--- src/rtl/control_unit.sv ---
// Moore sequencer for the serial port-demultiplexer datapath: start bit, 2 port bits, 5 length bits, LEN payload bits.
// Optional feature macro STOP_CHECK_EN: adds a STOP state that checks a trailing stop bit and sets a sticky err.
`timescale 1ns/1ps

module control_unit #(
  parameter int FRAME_CNT_W = 8
) (
  input  logic                   clk,
  input  logic                   reset,
  input  logic                   clkEN,
  input  logic                   SerIn,
  input  logic                   co1,
  input  logic                   co2,
  input  logic                   coD,
  output logic                   sh_en,
  output logic                   sh_enD,
  output logic                   cnt1,
  output logic                   cnt2,
  output logic                   ld_cntD,
  output logic                   cntD,
  output logic                   valid,
  output logic                   done,
  output logic                   err,
  output logic [FRAME_CNT_W-1:0] frame_cnt,
  output logic [2:0]             state_dbg
);

  typedef enum logic [2:0] {
    IDLE     = 3'd0,
    GET_PORT = 3'd1,
    GET_LEN  = 3'd2,
    LOAD     = 3'd3,
    XMIT     = 3'd4,
    STOP     = 3'd5,
    DONE     = 3'd6
  } state_t;

  state_t                 state_q, state_d;
  logic [FRAME_CNT_W-1:0] frame_cnt_q, frame_cnt_d;

`ifdef STOP_CHECK_EN
  logic err_q, err_d;

  always_ff @(posedge clk or negedge reset) begin
    if (!reset) begin
      err_q <= 1'b0;
    end else if (clkEN) begin
      err_q <= err_d;
    end
  end

  assign err = err_q;
`else
  assign err = 1'b0;
`endif

  always_ff @(posedge clk or negedge reset) begin
    if (!reset) begin
      state_q     <= IDLE;
      frame_cnt_q <= '0;
    end else if (clkEN) begin
      state_q     <= state_d;
      frame_cnt_q <= frame_cnt_d;
    end
  end

  always_comb begin
    state_d     = state_q;
    frame_cnt_d = frame_cnt_q;
`ifdef STOP_CHECK_EN
    err_d       = err_q;
`endif
    sh_en       = 1'b0;
    sh_enD      = 1'b0;
    cnt1        = 1'b0;
    cnt2        = 1'b0;
    ld_cntD     = 1'b0;
    cntD        = 1'b0;
    valid       = 1'b0;
    done        = 1'b0;

    case (state_q)
      IDLE: begin
        // The start bit only triggers the frame; it is never shifted into the datapath.
        if (!SerIn) state_d = GET_PORT;
      end
      GET_PORT: begin
        sh_en = 1'b1;
        cnt1  = 1'b1;
        if (co1) state_d = GET_LEN;
      end
      GET_LEN: begin
        sh_enD = 1'b1;
        cnt2   = 1'b1;
        if (co2) state_d = LOAD;
      end
      LOAD: begin
        ld_cntD = 1'b1;
        state_d = XMIT;
      end
      XMIT: begin
        // A zero length leaves coD set on entry, so the frame exits without routing a bit.
        cntD  = ~coD;
        valid = ~coD;
        if (coD) begin
`ifdef STOP_CHECK_EN
          state_d = STOP;
`else
          state_d = DONE;
`endif
        end
      end
`ifdef STOP_CHECK_EN
      STOP: begin
        if (SerIn) begin
          state_d = DONE;
        end else begin
          err_d   = 1'b1;
          state_d = IDLE;
        end
      end
`endif
      DONE: begin
        done        = 1'b1;
        frame_cnt_d = frame_cnt_q + FRAME_CNT_W'(1);
        state_d     = IDLE;
      end
      default: state_d = IDLE;
    endcase
  end

  assign frame_cnt = frame_cnt_q;
  assign state_dbg = state_q;

endmodule
--- config.mk ---
export PLATFORM = sky130hd
export DESIGN_NAME = control_unit
export DESIGN_NICKNAME = d
export VERILOG_FILES = /design/src/rtl/control_unit.sv
export SDC_FILE = /design/constraint.sdc
export NUM_CORES = 1
export LEC_CHECK = 0
export BUFFER_PORTS_ARGS = -buffer_cell sky130_fd_sc_hd__buf_2
export CAP_MARGIN = 25
export CORE_UTILIZATION = 49
export CTS_BUF_LIST = sky130_fd_sc_hd__clkbuf_4 sky130_fd_sc_hd__clkbuf_8 sky130_fd_sc_hd__clkbuf_16
export CTS_CLUSTER_SIZE = 16
export DETAILED_ROUTE_END_ITERATION = 7
export PLACE_DENSITY = 0.81
export SLEW_MARGIN = 15
export SYNTH_ARGS = -nofsm -noshare
export SYNTH_HDL_FRONTEND = slang
export SYNTH_SLANG_ARGS = --single-unit
--- constraint.sdc ---
create_clock -name clk -period 2.9 [get_ports clk]
set_input_delay 0.145 -clock clk [delete_from_list [all_inputs] [get_ports clk]]
set_output_delay 0.145 -clock clk [all_outputs]
set_load 0.1 [all_outputs]
==> metrics.txt, run 1 <==
initial antenna violation count 0; IO Count 27; critical path class reg -> out; Final Util 0.687; vias in the first global route 492; Final Critical Period 1.88 ns; DRT iter0 DRCs 7; Max Freq 533 MHz; Max clock buf depth 2; CP required 2.76 ns; Clock Skew 0.000760 ns; final hold violations 0; peak fanout along the critical path 14; MaxCap Viol Count 0; routed len/inst 14.2 µm; Tcrit/Tclk final 0.648; CTS Buf Count 3; die area 1470 µm²; vias per cell 5.55; Die Y-Extent 38.4 µm; final WL 1360 µm; min-delay src co1; flops & latches, synth 11; Crit path arrival time 1.73 ns; syn avg cell area 10.8 µm²; Final Max Slew Viols 0; Syn. warnings 0; Skew-Pair Late Insertion Delay 0.27 ns; Netlist cell types 27; grt ovf 0; PortBufs 25; global-route wire length before repair 2060 µm; die width 38.4 µm; post-placement setup slack 1.33 ns; slew margin rel. 0.628; Setup WS post-layout 1.02 ns; row count 12; Core Box Area 1170 µm²; Post-DP HPWL 971 µm; CP Launch Type flip-flop; RSZ-0062 raised after global routing no; setup violators final 0; Final ANT Viol Nets 0; register clock-pin slew on the reported worst setup and hold paths 0.07 ns; H-Tree Depth 1; Area Growth Syn to Fin 24.1%; Final #Nets 91; # resized after CTS 0; Syn Inst Count 60; status complete, no violations; Tightest Pin Transition 0.557 ns; crit end category output pin; via count 533; antenna cells 0; sequential area share after synthesis 0.425; layout cell share with drive strength beyond 1 0.427; DR DRC count 0; gr usage total 0.213; Syn Std Cell Area 648 µm²; TritonCTS Sinks 11; CTS tree built; worst hold path type in -> reg; launch point of the worst reg-to-reg path state_dbg[1]; most common cell after layout, fill and taps aside buf_2; GP Congestion 0.667; Initial Util 0.553; crit path launch state_dbg[2]; Clock Tree Root clkbuf_4; commonest cells after routing, fill and taps aside buf_2 (25), dfrtp_1 (11), nand2_1 (8); post-synthesis net count 68; pin count of the biggest net entering global routing 15; drt first pass iters 4
-- critical path: stages, from the launching register on --
cell and delay, ns:
dfrtp_1 0.68, nor4b_4 0.31, buf_2 0.47
-- timing repair --
| item | 4_1_cts | 5_1_grt |
|---|---|---|
| setup endpoints to repair | 0 | 0 |
| hold buffers | 1 | 0 |
| endpoints found under the hold margin | 11 | 0 |
| setup buffers | 0 | 0 |
-- per-stage QoR --
stage	TNS, ns	instances	hold WS [ns]	cell area (µm²)
3_5_place_dp	0	91	0.0248	764
3_3_place_gp	0	91	0.0208	764
4_1_cts	0	96	0.177	805
6_report	0	96	0.184	805
5_1_grt	0	96	0.186	805
2_1_floorplan	-0.0703	60	-0.151	681
-- cell usage after synthesis --
cell	n	area (µm²)
a22o_1	1	8.76
a32o_1	1	10.0
a32oi_1	1	8.76
and3b_1	2	17.5
and4b_1	1	10.0
buf_2	2	10.0
buf_4	5	37.5
buf_6	1	11.3
conb_1	1	3.75
dfrtp_1	11	275
ha_1	1	12.5
mux2_2	1	11.3
nand2_1	8	30.0
nand3_1	2	10.0
nand4_1	2	12.5
nand4b_4	1	23.8
nor2_1	1	3.75
nor3_1	2	10.0
nor3b_1	1	7.51
nor3b_2	1	12.5
nor4_4	1	21.3
nor4b_1	1	8.76
o21ai_0	2	10.0
o21ai_1	1	5.00
o31ai_1	2	15.0
xnor2_1	4	35.0
xor2_1	3	26.3
-- layer usage --
layer / up-vias / GRT usage / wire length [µm] / share of wire
li1: 255 / - / - / -
met1: 251 / 0.247 / 573 / 0.42
met2: 21 / 0.339 / 664 / 0.49
met3: 6 / 0.0698 / 68 / 0.050
met4: 0 / 0.129 / 52 / 0.038
met5: - / 0 / 0 / 0
-- path summary, 6_finish.rpt --
kind / endpoint / slack (ns) / cells after the start
worst max-delay path: cntD / 1.02 / 2
worst min-delay path: state_dbg[1] / 0.18 / 3
worst max register to register: frame_cnt[3] / 1.39 / 3
worst min register to register: frame_cnt[7] / 0.47 / 1
max in group asynchronous: frame_cnt[2] / 2.44 / 2
min in group asynchronous: frame_cnt[7] / 0.26 / 2
-- kinds of logic after synthesis --
group	Yosys count	share of synthesized area
simple gates	23	0.259
fa+ha+maj	1	0.0193
buf+inv	8	0.0907
other cells	1	0.00579
xor+xnor	7	0.0946
flops	11	0.425
compound gates	8	0.0888
mux	1	0.0174
-- registers in the layout, indices dropped and copies added (netlist names) --
name and flops:
frame_cnt 8, state_dbg 3
-- cell type report --
cell class,count,area [µm²]
Clock buffer,4,30.0
Fill cell,92,367
Multi-Input combinational cell,41,347
Sequential cell,11,275
Tap cell,14,17.5
Timing Repair Buffer,26,135
Power of run 1 is not shown: default switching activity piles up to over one toggle a cycle in this logic, so the estimate is an artifact.
==> run 2, diff against run 1 <==
--- a/config.mk
+++ b/config.mk
@@ -7,11 +7,11 @@
 export LEC_CHECK = 0
 export BUFFER_PORTS_ARGS = -buffer_cell sky130_fd_sc_hd__buf_2
 export CAP_MARGIN = 25
-export CORE_UTILIZATION = 49
+export CORE_UTILIZATION = 45
 export CTS_BUF_LIST = sky130_fd_sc_hd__clkbuf_4 sky130_fd_sc_hd__clkbuf_8 sky130_fd_sc_hd__clkbuf_16
 export CTS_CLUSTER_SIZE = 16
 export DETAILED_ROUTE_END_ITERATION = 7
-export PLACE_DENSITY = 0.81
+export PLACE_DENSITY = 0.76
 export SLEW_MARGIN = 15
 export SYNTH_ARGS = -nofsm -noshare
 export SYNTH_HDL_FRONTEND = slang
==> constraint.sdc (replaced) <==
create_clock -name clk -period 1.9 [get_ports clk]
set_input_delay 0.095 -clock clk [delete_from_list [all_inputs] [get_ports clk]]
set_output_delay 0.095 -clock clk [all_outputs]
set_load 0.1 [all_outputs]
==> run 2 against run 1 <==
Setup slack lost 0.78 ns; cell area grew 1.7%; non-clock buffer count is the same; sequential cell count is the same; via count shrank 2.8%; critical endpoint unchanged; highest routed layer is now met3.
==> metrics.txt, run 2 (same netlist as run 1, synthesis figures left out) <==
crit path launch state_dbg[0] (was state_dbg[2]); initial antenna violation count 0 (unchanged); GP Congestion 0.764 (was 0.667); CTS tree built (unchanged); IO Count 27 (unchanged); CTS Buf Count 3 (unchanged); worst hold path type in -> reg (unchanged); Crit path arrival time 1.57 ns (was 1.73 ns); DR DRC count 0 (unchanged); Area Growth Syn to Fin 26.3% (was 24.1%); Clock Tree Root clkbuf_4 (unchanged); die width 40.0 µm (was 38.4 µm); gr usage total 0.169 (was 0.213); vias per cell 5.34 (was 5.55); TritonCTS Sinks 11 (unchanged); Worst path top cell family by delay flip-flops (unchanged); row count 13 (was 12); commonest cells after routing, fill and taps aside buf_2 (25), nand2_1 (8), dfrtp_1 (8) (was buf_2 (25), dfrtp_1 (11), nand2_1 (8)); final hold violations 0 (unchanged); CP Launch Type flip-flop (unchanged); pin count of the biggest net entering global routing 15 (unchanged); min-delay src co1 (unchanged); Tcrit/Tclk final 0.875; M1 wire length 528 µm (was 573 µm); # resized after CTS 0 (unchanged); PortBufs 25 (unchanged); die area 1600 µm² (was 1470 µm²); vias in the first global route 404 (was 492); drt first pass iters 4 (unchanged); H-Tree Depth 1 (unchanged); routed wl met3 57 µm (was 68 µm); launch point of the worst reg-to-reg path state_dbg[0] (was state_dbg[1]); CP max-delay cell dfrtp_4 (was dfrtp_1); setup violators final 0 (unchanged); Final Cell Area 818 µm² (was 805 µm²); Skew-Pair Late Insertion Delay 0.26 ns (was 0.27 ns); met2 wire len 557 µm (was 664 µm); routed len/inst 11.8 µm (was 14.2 µm); # hold bufs at CTS 1 (unchanged); Setup WS post-layout 0.238 ns (was 1.02 ns); Post-DP HPWL 887 µm (was 971 µm); Core Box Area 1320 µm² (was 1170 µm²); Final Max Slew Viols 0 (unchanged); via count 518 (was 533); antenna cells 0 (unchanged); critical path class reg -> out (unchanged); crit-path max cell delay 0.55 ns (was 0.68 ns); Final ANT Viol Nets 0 (unchanged); Post-CTS Setup Bufs 0 (unchanged); grt ovf 0 (unchanged); Initial Util 0.492 (was 0.553); Clock Skew 0.000947 ns (was 0.000760 ns); register clock-pin slew on the reported worst setup and hold paths 0.06 ns (was 0.07 ns); crit end category output pin (unchanged); layout cell share with drive strength beyond 1 0.476 (was 0.427); MaxCap Viol Count 0 (unchanged); CP required 1.80 ns (was 2.76 ns); final WL 1140 µm (was 1360 µm); status complete, no violations (unchanged); max reg flops 8 (unchanged); Die Y-Extent 40.0 µm (was 38.4 µm); Final #Nets 91 (unchanged); placed cell area 778 µm² (was 764 µm²); post-placement setup slack 0.520 ns (was 1.33 ns); Final Critical Period 1.66 ns; Worst Path Buf+Inv 1 (unchanged); DRT iter0 DRCs 2 (was 7); Max clock buf depth 2 (unchanged); highest metal used met3 (was met4); global-route wire length before repair 1770 µm (was 2060 µm); peak fanout along the critical path 13 (was 14); crit path cell chain nor4b_4, buf_2 (unchanged); most common cell after layout, fill and taps aside buf_2 (unchanged); hold slack 0.137 ns (was 0.184 ns); RSZ-0062 raised after global routing no (unchanged); Max Freq 602 MHz
==> run 2: cell counts in the layout (fill, tap and decap cells not counted) <==
Identical to the previous run, type by type.
==> run 2: worst register-to-register path, stage by stage (launching register included) <==
cell	delay (ns)
dfrtp_4	0.55
nand4b_4	0.25
nor4_4	0.31
xor2_1	0.16
==> run 2: metrics by stage <==
step	instances	TNS, ns	utilization
after detailed placement	92	0	0.591
after floorplan	60	-1.28	-
after CTS	97	0	0.621
after global placement	92	0	0.591
after global routing	97	0	0.621
final	97	0	0.621
==> run 2: final timing paths <==
check | to | slack [ns] | depth (start not counted)
min in group asynchronous | frame_cnt[6] | 0.23 | 2
max | cntD | 0.24 | 2
max reg2reg | frame_cnt[7] | 0.56 | 3
min reg2reg | frame_cnt[7] | 0.46 | 1
max in group asynchronous | state_dbg[0] | 1.46 | 2
min | state_dbg[1] | 0.14 | 3
==> run 2: area by class of cell <==
cell class                      instances  area [µm²]
Clock buffer                            4        30.0
Fill cell                             125         499
Timing Repair Buffer                   26         135
Sequential cell                        11         287
Multi-Input combinational cell         41         348
Tap cell                               15        18.8
==> run 2: routing by layer <==
layer,track usage,vias to the layer above
li1,-,259
met1,0.247,245
met2,0.238,14
met3,0.0833,0
met4,0,0
met5,0,-
Power of run 2 is left out for the same reason.
==> run 3, diff against run 2 <==
--- a/config.mk
+++ b/config.mk
@@ -5,9 +5,10 @@
 export SDC_FILE = /design/constraint.sdc
 export NUM_CORES = 1
 export LEC_CHECK = 0
+export ABC_AREA = 1
 export BUFFER_PORTS_ARGS = -buffer_cell sky130_fd_sc_hd__buf_2
 export CAP_MARGIN = 25
-export CORE_UTILIZATION = 45
+export CORE_UTILIZATION = 46
 export CTS_BUF_LIST = sky130_fd_sc_hd__clkbuf_4 sky130_fd_sc_hd__clkbuf_8 sky130_fd_sc_hd__clkbuf_16
 export CTS_CLUSTER_SIZE = 16
 export DETAILED_ROUTE_END_ITERATION = 7
==> run 3 against run 2 <==
Global-route usage up 1.1 points; cell area up 7.3%; count of clock-buffer cells in the layout stayed put; critical path depth rose by 2; sequential share of layout area fell by 2.7 points; non-clock buffer count stayed put; setup slack got worse by 0.038 ns; wire length up 12%; highest routed layer is now met4.
==> metrics.txt, run 3 <==
top-count cell post-synth nand2_1 (was dfrtp_1); vias per cell 4.69 (was 5.34); Core Box Area 1350 µm² (was 1320 µm²); CP Launch Type flip-flop (unchanged); # resized after CTS 0 (unchanged); Max clock buf depth 2 (unchanged); commonest cells after routing, fill and taps aside nand2_1 (25), buf_2 (25), inv_1 (12) (was buf_2 (25), nand2_1 (8), dfrtp_1 (8)); Final ANT Viol Nets 0 (unchanged); DRT iter0 DRCs 8 (was 2); gr usage total 0.179 (was 0.169); EDFF count, synth 0 (unchanged); Tcrit/Tclk final 0.895 (was 0.875); Sequential Area 284 µm² (was 287 µm²); row count 13 (unchanged); peak fanout along the critical path 8 (was 13); Syn Std Cell Area 689 µm² (was 648 µm²); critical path class reg -> out (unchanged); Worst Path Buf+Inv 2 (was 1); GP Congestion 0.776 (was 0.764); Syn. warnings 0 (unchanged); post-synth top area share 0.399 (was 0.425); status complete, no violations (unchanged); layout cell share with drive strength beyond 1 0.405 (was 0.476); IO Count 27 (unchanged); final hold violations 0 (unchanged); final WL 1280 µm (was 1140 µm); fill count 126 (was 125); pin count of the biggest net entering global routing 12 (was 15); sequential area share after synthesis 0.399 (was 0.425); CP required 1.80 ns (about the same); Die Y-Extent 40.7 µm (was 40.0 µm); Initial Util 0.511 (was 0.492); Worst path top cell family by delay flip-flops (unchanged); area of the multi-input gates 339 µm² (was 348 µm²); Syn Inst Count 91 (was 60); Crit path arrival time 1.61 ns (was 1.57 ns); asr flop ratio synth 1.00 (unchanged); Skew-Pair Late Insertion Delay 0.26 ns (about the same); syn avg cell area 7.58 µm² (was 10.8 µm²); Final #Nets 125 (was 91); flops & latches, synth 11 (unchanged); CP max-delay cell dfrtp_4 (unchanged); routed len/inst 9.79 µm (was 11.8 µm); Area Growth Syn to Fin 27.4% (was 26.3%); RSZ-0062 raised after global routing no (unchanged); die area 1660 µm² (was 1600 µm²); MaxCap Viol Count 0 (unchanged); die width 40.7 µm (was 40.0 µm); crit-path max cell delay 0.54 ns (was 0.55 ns); CTS Buf Count 3 (unchanged); PortBufs 25 (unchanged); Post-CTS Setup Bufs 0 (unchanged); TritonCTS Sinks 11 (unchanged); Final Max Slew Viols 0 (unchanged); worst hold path type in -> async (was in -> reg); setup violators final 0 (unchanged); drt first pass iters 4 (unchanged); H-Tree Depth 1 (unchanged); Post-synth top flop dfrtp_1 (unchanged); most instantiated cells after synthesis nand2_1 (26), inv_1 (15), dfrtp_1 (11) (was dfrtp_1 (11), nand2_1 (8), buf_4 (5)); Final Critical Period 1.70 ns (was 1.66 ns); vias in the first global route 474 (was 404); crit end category output pin (unchanged); crit path cell chain nor2_2, nand2_1, clkinvlp_4, buf_2 (was nor4b_4, buf_2); initial antenna violation count 0 (unchanged); Clock Tree Root clkbuf_4 (unchanged); synth top area cells dfrtp_1 (40%), nand2_1 (14%), inv_1 (8.2%) (was dfrtp_1 (42%), buf_4 (5.8%), xnor2_1 (5.4%)); Max Freq 588 MHz (was 602 MHz); max reg flops 8 (unchanged); CTS tree built (unchanged); grt ovf 0 (unchanged); post-synthesis net count 99 (was 68); Post-DP HPWL 1030 µm (was 887 µm); top cell type by total area after synthesis dfrtp_1 (unchanged); DR DRC count 0 (unchanged); Clock Skew 0.00185 ns (was 0.000947 ns); register clock-pin slew on the reported worst setup and hold paths 0.07 ns (was 0.06 ns); Netlist cell types 19 (was 27); antenna cells 0 (unchanged); global-route wire length before repair 1950 µm (was 1770 µm); hold slack 0.216 ns (was 0.137 ns); via count 614 (was 518)
==> run 3: cell count changes after synthesis, moves of 2 or more <==
cell and change:
and3b_1 -2, buf_2 -2, inv_1 +15, nand2_1 +18, nand3_1 +4, nor2_1 +4, nor2_2 +4, nor3_1 -2
o21ai_0 +3, o31ai_1 -2
==> run 3: layout make-up <==
| class | instances | area share |
|---|---|---|
| Sequential cell | 11 | 0.323 |
| Multi-Input combinational cell | 59 | 0.386 |
| Clock buffer | 4 | 0.0342 |
| Inverter | 16 | 0.0812 |
| Timing Repair Buffer | 26 | 0.154 |
| Tap cell | 15 | 0.0214 |
==> run 3: cells by family after synthesis <==
kind of cell | after synthesis | synth area share
xor gates and xnor gates | 5 | 0.0635
AOI/OAI and AO/OA | 5 | 0.0363
and+or+nand+nor | 47 | 0.339
adders and majority gates | 1 | 0.0181
other | 1 | 0.00544
DFF | 11 | 0.399
buffers and inverters | 21 | 0.138
==> run 3: path summary, 6_finish.rpt <==
check	start	endpoint	slack [ns]	cells after the start
min in group clk	clkEN	state_dbg[0]	0.22	4
max	state_dbg[2]	cnt2	0.20	4
min reg2reg	frame_cnt[2]	frame_cnt[2]	0.52	1
max in group asynchronous	reset	state_dbg[1]	1.45	2
max reg2reg	state_dbg[1]	state_dbg[1]	0.63	6
min	reset	frame_cnt[6]	0.22	2
==> run 3: worst register-to-register path, stage by stage (launching register included) <==
cell and delay (ns):
dfrtp_4 0.54, nor2_4 0.11, nand3b_1 0.15, nand2_1 0.17, nor2_2 0.08, nand2_1 0.06, nand2_1 0.06
==> run 3: timing repair <==
item / in CTS / in global routing
endpoints found under the hold margin: 11 / 0
hold buffers: 1 / 0
setup endpoints to repair: 0 / 0
==> run 3: per-stage QoR <==
stage | cell area (µm²) | utilization | setup TNS [ns] | setup WS, ns | instances
after floorplan | 763 | - | -0.0337 | -0.0270 | 91
after global placement | 838 | 0.621 | 0 | 0.505 | 126
after detailed placement | 838 | 0.621 | 0 | 0.495 | 126
after CTS | 878 | 0.651 | 0 | 0.194 | 131
after global routing | 878 | 0.651 | 0 | 0.125 | 131
final | 878 | 0.651 | 0 | 0.200 | 131
==> run 3: routing by layer <==
| metal | vias to the layer above | part of all wire | GRT usage |
|---|---|---|---|
| li1 | 321 | - | - |
| met1 | 275 | 0.49 | 0.259 |
| met2 | 16 | 0.45 | 0.242 |
| met3 | 2 | 0.051 | 0.0543 |
| met4 | 0 | 0.0047 | 0.0750 |
| met5 | - | 0 | 0 |
Power of run 3 is left out for the same reason.
